===== src/rtl/superscalar_issue_scoreboard.sv =====
// Clocked issue scoreboard for the 3-wide core: per-register result countdowns plus
// in-order intra-bundle RAW/WAW resolution, producing per-lane issue/stall and sequence numbers.
module superscalar_issue_scoreboard #(
  parameter int NUM_LANES = 3,
  parameter int REG_W     = 5,
  parameter int ALU_LAT   = 1,
  parameter int MEM_LAT   = 2,
  parameter int SEQ_W     = 16
) (
  input  logic                         clk,
  input  logic                         rst_n,
  input  logic                         flush,
  input  logic [NUM_LANES-1:0]         lane_valid,
  input  logic [NUM_LANES*REG_W-1:0]   lane_dest,
  input  logic [NUM_LANES*REG_W-1:0]   lane_src1,
  input  logic [NUM_LANES*REG_W-1:0]   lane_src2,
  input  logic [NUM_LANES*3-1:0]       lane_use,
  input  logic [NUM_LANES-1:0]         lane_is_load,
  output logic [NUM_LANES-1:0]         issue,
  output logic [NUM_LANES-1:0]         stall,
  output logic [NUM_LANES*SEQ_W-1:0]   issue_seq,
  output logic [SEQ_W-1:0]             seq_next
);

  localparam int NREG    = 2**REG_W;
  localparam int MAX_LAT = (ALU_LAT > MEM_LAT) ? ALU_LAT : MEM_LAT;
  localparam int CNT_W   = $clog2(MAX_LAT) + 1;
  localparam logic [CNT_W-1:0] ALU_SET = CNT_W'(ALU_LAT - 1);
  localparam logic [CNT_W-1:0] MEM_SET = CNT_W'(MEM_LAT - 1);

  logic [CNT_W-1:0] cnt_q [NREG];
  logic [CNT_W-1:0] cnt_d [NREG];
  logic [SEQ_W-1:0] seq_next_q, seq_next_d;
  logic [NREG-1:0]  busy;

  logic [REG_W-1:0] dst [NUM_LANES];
  logic [REG_W-1:0] s1  [NUM_LANES];
  logic [REG_W-1:0] s2  [NUM_LANES];
  logic [NUM_LANES-1:0] wr, rd1, rd2, hz;
  logic             older_ok;
  logic [SEQ_W-1:0] seq_run;

  always_comb begin
    for (int k = 0; k < NUM_LANES; k++) begin
      dst[k] = lane_dest[k*REG_W +: REG_W];
      s1[k]  = lane_src1[k*REG_W +: REG_W];
      s2[k]  = lane_src2[k*REG_W +: REG_W];
      wr[k]  = lane_use[k*3 + 2];
      rd1[k] = lane_use[k*3 + 1];
      rd2[k] = lane_use[k*3];
    end
  end

  // Register 0 is forced idle so a stray write to it can never stall anyone.
  always_comb begin
    busy = '0;
    for (int r = 1; r < NREG; r++) busy[r] = (cnt_q[r] != '0);
  end

  // Hazards see only pre-edge counters; older lanes block younger ones in the same bundle.
  always_comb begin
    hz = '0;
    for (int k = 0; k < NUM_LANES; k++) begin
      if ((rd1[k] && busy[s1[k]]) || (rd2[k] && busy[s2[k]]) || (wr[k] && busy[dst[k]]))
        hz[k] = 1'b1;
      for (int j = 0; j < NUM_LANES; j++) begin
        if (j < k && lane_valid[j] && wr[j] && dst[j] != '0 &&
            ((rd1[k] && s1[k] == dst[j]) || (rd2[k] && s2[k] == dst[j]) ||
             (wr[k] && dst[k] == dst[j])))
          hz[k] = 1'b1;
      end
    end
  end

  always_comb begin
    issue     = '0;
    stall     = '0;
    issue_seq = '0;
    older_ok  = 1'b1;
    seq_run   = seq_next_q;
    if (rst_n && !flush) begin
      for (int k = 0; k < NUM_LANES; k++) begin
        issue[k] = lane_valid[k] & ~hz[k] & older_ok;
        older_ok = older_ok & (issue[k] | ~lane_valid[k]);
        issue_seq[k*SEQ_W +: SEQ_W] = seq_run;
        seq_run = seq_run + SEQ_W'(issue[k]);
      end
      stall = lane_valid & ~issue;
    end
    seq_next_d = seq_run;
  end

  // A fresh set beats the decrement of the same register.
  always_comb begin
    for (int r = 0; r < NREG; r++)
      cnt_d[r] = (cnt_q[r] != '0) ? cnt_q[r] - CNT_W'(1) : '0;
    for (int k = 0; k < NUM_LANES; k++) begin
      if (issue[k] && wr[k] && dst[k] != '0)
        cnt_d[dst[k]] = lane_is_load[k] ? MEM_SET : ALU_SET;
    end
  end

  always_ff @(posedge clk) begin
    if (!rst_n) begin
      for (int r = 0; r < NREG; r++) cnt_q[r] <= '0;
      seq_next_q <= '0;
    end else if (flush) begin
      for (int r = 0; r < NREG; r++) cnt_q[r] <= '0;
    end else begin
      for (int r = 0; r < NREG; r++) cnt_q[r] <= cnt_d[r];
      seq_next_q <= seq_next_d;
    end
  end

  assign seq_next = seq_next_q;

endmodule


===== config.mk =====
export PLATFORM = sky130hd
export DESIGN_NAME = superscalar_issue_scoreboard
export DESIGN_NICKNAME = d
export VERILOG_FILES = /design/src/rtl/superscalar_issue_scoreboard.sv
export SDC_FILE = /design/constraint.sdc
export NUM_CORES = 1
export LEC_CHECK = 0
export CAP_MARGIN = 25
export CORE_UTILIZATION = 68
export CTS_CLUSTER_SIZE = 24
export DETAILED_ROUTE_END_ITERATION = 6
export DONT_BUFFER_PORTS = 1
export GPL_ROUTABILITY_DRIVEN = 0
export MAX_ROUTING_LAYER = met4
export PLACE_DENSITY_LB_ADDON = 0.1
export SLEW_MARGIN = 20
export SYNTH_ARGS = -nofsm -noshare
export SYNTH_HDL_FRONTEND = slang
export SYNTH_SLANG_ARGS = --single-unit
export TNS_END_PERCENT = 100

===== constraint.sdc =====
create_clock -name clk -period 8.09 [get_ports clk]
set_input_delay 0.4045 -clock clk [delete_from_list [all_inputs] [get_ports clk]]
set_output_delay 0.4045 -clock clk [all_outputs]
set_load 0.02 [all_outputs]

=== Yosys cells after proc, flatten, opt, wreduce, memory -nomap -nowiden ===
Memory sizes are Yosys's and may differ from the RTL's.
Index checks and enable logic that the tools add are counted.

* $add $sub $neg: 35
* $lt $le $gt $ge: 15
* Equality and inequality tests: 9
* Mux-type cells: 145
* Bitwise logic cells: 83
* Reduce and logical (&&, ||, !) cells: 84

{| class="wikitable"
|+ Operators by type and width
! kind !! number
|-
| 2-bit two-way mux || 99
|-
| 64-bit bitwise mux || 3
|-
| 64-bit two-way mux || 3
|-
| 1-bit OR || 66
|-
| 2-bit nonzero test || 32
|-
| 2-bit by 1-bit subtractor with 2-bit output (second input constant) || 32
|-
| 5-bit by 6-bit < comparator with 1-bit output (second input constant) || 9
|-
| 16-bit by 1-bit adder with 16-bit output || 3
|-
| 48-bit two-way mux || 1
|-
| 1-bit binary-select mux with 5-bit select || 9
|-
| 5-bit == test || 9
|-
| 1-bit logical AND || 35
|-
| 2-bit demux with 5-bit select || 3
|-
| 1-bit two-way mux || 25
|-
| 6-bit >= comparator (second input constant) || 3
|-
| 6-bit by 1-bit < comparator with 1-bit output (second input constant) || 3
|-
| 5-bit inverter with 6-bit output || 3
|-
| 5-bit nonzero test || 3
|-
| 1-bit logical OR || 12
|-
| 1-bit AND || 6
|-
| 3-bit two-way mux || 2
|-
| 1-bit inverter || 6
|-
| 3-bit AND || 1
|-
| 3-bit inverter || 1
|-
| other kinds (2) || 2
|}

* Register bits after elaboration: 16
* RAM bits: 64
* Bits of input ports: 63
* Output and inout port bits: 70
* Logic and storage cells: 373
* Memories: 1

{| class="wikitable"
|+ Memory list
! name !! depth !! width !! rd ports !! clocked after Yosys merged registers in !! write ports !! RTL line !! source
|-
| cnt_q || 32 || 2 || 32 || 0 || 32 || 31 || <nowiki>logic [CNT_W-1:0] cnt_q [NREG];</nowiki>
|}

=== Depth between registers and ports, before layout ===
An unclocked memory read counts as a cell.

* Depth in word-level cells: 24
* Mapped depth: 25
* Depth with buffers taken out: 18

=== Least setup slack after synthesis ===
OpenSTA, ideal clock, no wires.

* Kind: register to register
* From: memory cnt_q[1][2] (netlist name)
* To: register seq_next_q[14] (netlist: seq_next[14])
* Library setup time: 0.119 ns
* Arrival: 4.536 ns
* Path slack: 3.435 ns
* Cell stages (with the launch flop): 19
* Path buffers: 1
* Period minus slack after synthesis: 4.655 ns
* Cells stage by stage: edfxtp_1 nor2_2 mux4_2 mux2i_1 mux2_4 a2111oi_4 and3_1 ha_1 ha_1 clkbuf_1 a21oi_1 or3b_1 and3_1 o2111a_1 o211ai_1 xnor2_1 nor4_2 nand4_1 mux2i_1

{| class="wikitable"
|+ RTL lines
! element !! RTL line !! source
|-
| start, declared || 31 ||
|-
| end signal, assigned || 111 || <nowiki>seq_next_q <= seq_next_d;</nowiki>
|-
| end, declared || 33 || <nowiki>logic [SEQ_W-1:0] seq_next_q, seq_next_d;</nowiki>
|}

==> key figures <==
Power and ir drop
  • LEAKAGE: 0.00356 uW
  • Sequential power share: 39.9%
  • PwrDens: 125 nW/um2
  • Clk pwr share: 36.0%
  • Worst vdd ir: 0.000113 V
  • Power share of the combinational group: 24.1%
  • Psw: 401 uW
  • Overall Power: 1220 uW
  • Sw frac: 33.0%
  • P_int: 815 uW

Cells and area
  • Share of cells above drive strength 1: 9.55%
  • Most frequent cells in the layout: nor2_1, and3_1, edfxtp_1, conb_1, nand3_1
  • Post-route core utilization: 72.7%
  • Layout net count: 1185
  • Area grow syn2layout: 3.51%
  • Fill cell count: 1083

GRT
  • Grt total ovfl: 0
  • GR Util met1: 63.3%
  • Met3 GRT Util: 13.9%
  • Initial antenna violation count: 1
  • Number of global-route vias before repair: 8951
  • GRT Max-Usage Layer: met2
  • Met2 GRT Util: 66.6%
  • Largest net degree at the start of global routing: 57
  • GRT Overall Usage: 47.7%
  • First-pass GRT wire length: 50800 um

STA
  • Slew HR: 24.0%
  • Fin crit share: 78.0%
  • Worst hold margin: 0.159 ns
  • Skew final: 0.0101 ns
  • Worst-Margin Slew: 1.14 ns
  • Final min period: 6.31 ns
  • Final Setup Violations: 0
  • Fmax: 159 MHz
  • Final hold viol count: 0
  • RSZ-0062 raised after global routing: no
  • Fin Setup TNS: 0 ns
  • Fin. max-slew vios: 0

Critical path
  • Worst reg2reg path endpoint: seq_next[15]
  • Worst r2r path cells: 17
  • CP top delay family: simple AND/OR/NAND/NOR gates
  • Critical-path cell list: nor2_1, a21oi_1, o221ai_1, a211oi_2, a2111oi_4, and3_1, ha_1, ha_1, nand3_1, nor3_1, xor2_1, nand4_1, nor4_1, xor2_1, nor2_1
  • Worst setup EP type: output pin
  • Req. time, crit path: 7.69 ns
  • Kind of critical path: flop to output pin
  • Crit path launch type: flop
  • Crit path max fanout: 16
  • CP peak stage delay: 0.70 ns
  • Worst path slowest cell: a2111oi_4
  • Critical R2R Launch: cnt_q[0][30]
  • Crit path arrival time: 5.90 ns
  • Buffers & Inverters on Critical Path: 0
  • Reg2Reg Setup Slack: 1.89 ns

Min path
  • HP Class: primary input to flop
  • Hold endpoint: seq_next[4]
  • WHS Path Cells: 1
  • Hold_sp: flush

Clock network
  • TritonCTS Buffers: 9
  • Clock latency on the worst-skew pair: 0.36 ns
  • Reg clk slew, reported paths: 0.07 ns
  • H-tree depth: 3
  • # Post-CTS Setup Buffers: 0
  • Clock tree buffer depth: 2
  • CTS Sinks: 78
  • Post-CTS sizing: 0
  • Root buf cell: clkbuf_16
  • CTS tree: done
  • Hold buffers post-CTS: 0

Logic synthesis
  • Register area share after synthesis: 23.3%
  • Synth area leader: edfxtp_1
  • Asr flop ratio synth: 0%
  • Post-synth EDFFs: 62
  • Netlist cell types: 85
  • Synth top area share: 19.9%
  • Synth warnings: 0
  • Synth Cell Area: 9370 um2
  • Post-Synthesis Cells: 1145
  • Ranking of synthesized cells by area: edfxtp_1, mux4_2, and3_1
  • Syn avg cell area: 8.19 um2
  • FF+latch count, synth: 78
  • Top_reg_cell synth: edfxtp_1

Outcome
  • Status: finished, violations left
  • Failing checks: design-rule violations

Drt
  • Detailed-route via count: 10100
  • Residual DRC: 30
  • Post-route antenna net violation count: 0
  • Vias per cell: 7.75
  • DR iter-0 viols: 1991
  • Final wirelength: 33000 um
  • DR WL/cell: 25.4 um
  • First-pass DRT Iterations: 7

Placed design
  • IO buf count: 0
  • DP HPWL: 23400 um

Floorplanning
  • Io pins: 133
  • Die height: 119 um
  • Starting density of the core: 70.2%
  • Num rows: 42
  • Core box area: 13300 um2
  • Die ar.: 14300 um2
  • Die X: 119 um

Flow run
  • Max_cap viols: 0
## power by group through the flow
stage                     registers [uW]  clock network (uW)  logic [uW]
final                                486                 438         293
after global routing                 487                 451         308
after CTS                            483                 439         279
after detailed placement             492                   0         278
after global placement               492                   0         275
after floorplan                      478                   0         260
## cell families after synthesis
family,after synthesis,synth area share [%]
other cells,1,0.0400
buf+inv,155,7.19
compound gates,267,19.9
mux,59,11.6
xor+xnor,84,7.85
fa+ha+maj,6,0.801
simple gates,495,29.3
flops,78,23.3
## state kept, by name (all words and copies together), names as in the netlist
signal,flops
cnt_q,62
seq_next,16
## worst max-delay path by stage
stage,start,depth (start not counted),slack (ns),endpoint
detailed placement,cnt_q[0][15],17,2.28,seq_next[15]
CTS,cnt_q[0][31],15,2.05,issue_seq[47]
finish,cnt_q[0][30],15,1.78,issue_seq[47]
global placement,cnt_q[0][31],17,2.43,seq_next[14]
global route,cnt_q[0][31],15,1.52,issue_seq[44]
floorplan,cnt_q[1][2],18,3.43,seq_next[14]
## cell type report
| type | count | area [um2] | share of cell area, % |
|---|---|---|---|
| multi-input combinational | 973 | 6760 | 69.6 |
| sequential | 78 | 2180 | 22.5 |
| clock buffer | 9 | 225 | 2.32 |
| tap | 176 | 220 | 2.27 |
| inverter | 47 | 179 | 1.84 |
| clock inverter | 7 | 85.1 | 0.877 |
| timing repair buffer | 7 | 52.6 | 0.542 |
| antenna | 1 | 2.50 | 0.0258 |
## cells in the mapped netlist (32+ instances only)
cell      count
a31oi_1      37
o22ai_1      38
and3_1       90
mux4_2       38
inv_1        42
nand3_1      56
xnor2_1      32
nor2_1       91
nor3_1       50
nand2_1      54
xor2_1       52
a21oi_1      50
edfxtp_1     62
clkbuf_1     63
## per-layer routing
metal / wire [um] / share of wire, % / vias to the layer above
met1: 11800 / 36 / 4558
met5: 0 / 0 / -
met3: 5320 / 16 / 214
met4: 1900 / 5.7 / 0
li1: - / - / 4262
met2: 14000 / 43 / 1020
## stage by stage
step,setup slack (ns),std cells,instance area [um2]
after global placement,2.43,1281,9390
final,1.78,1298,9700
after floorplan,3.43,1206,9600
after CTS,2.05,1297,9700
after global routing,1.52,1298,9700
after detailed placement,2.28,1281,9390
Note: power is estimated with default switching activity, not from simulation.
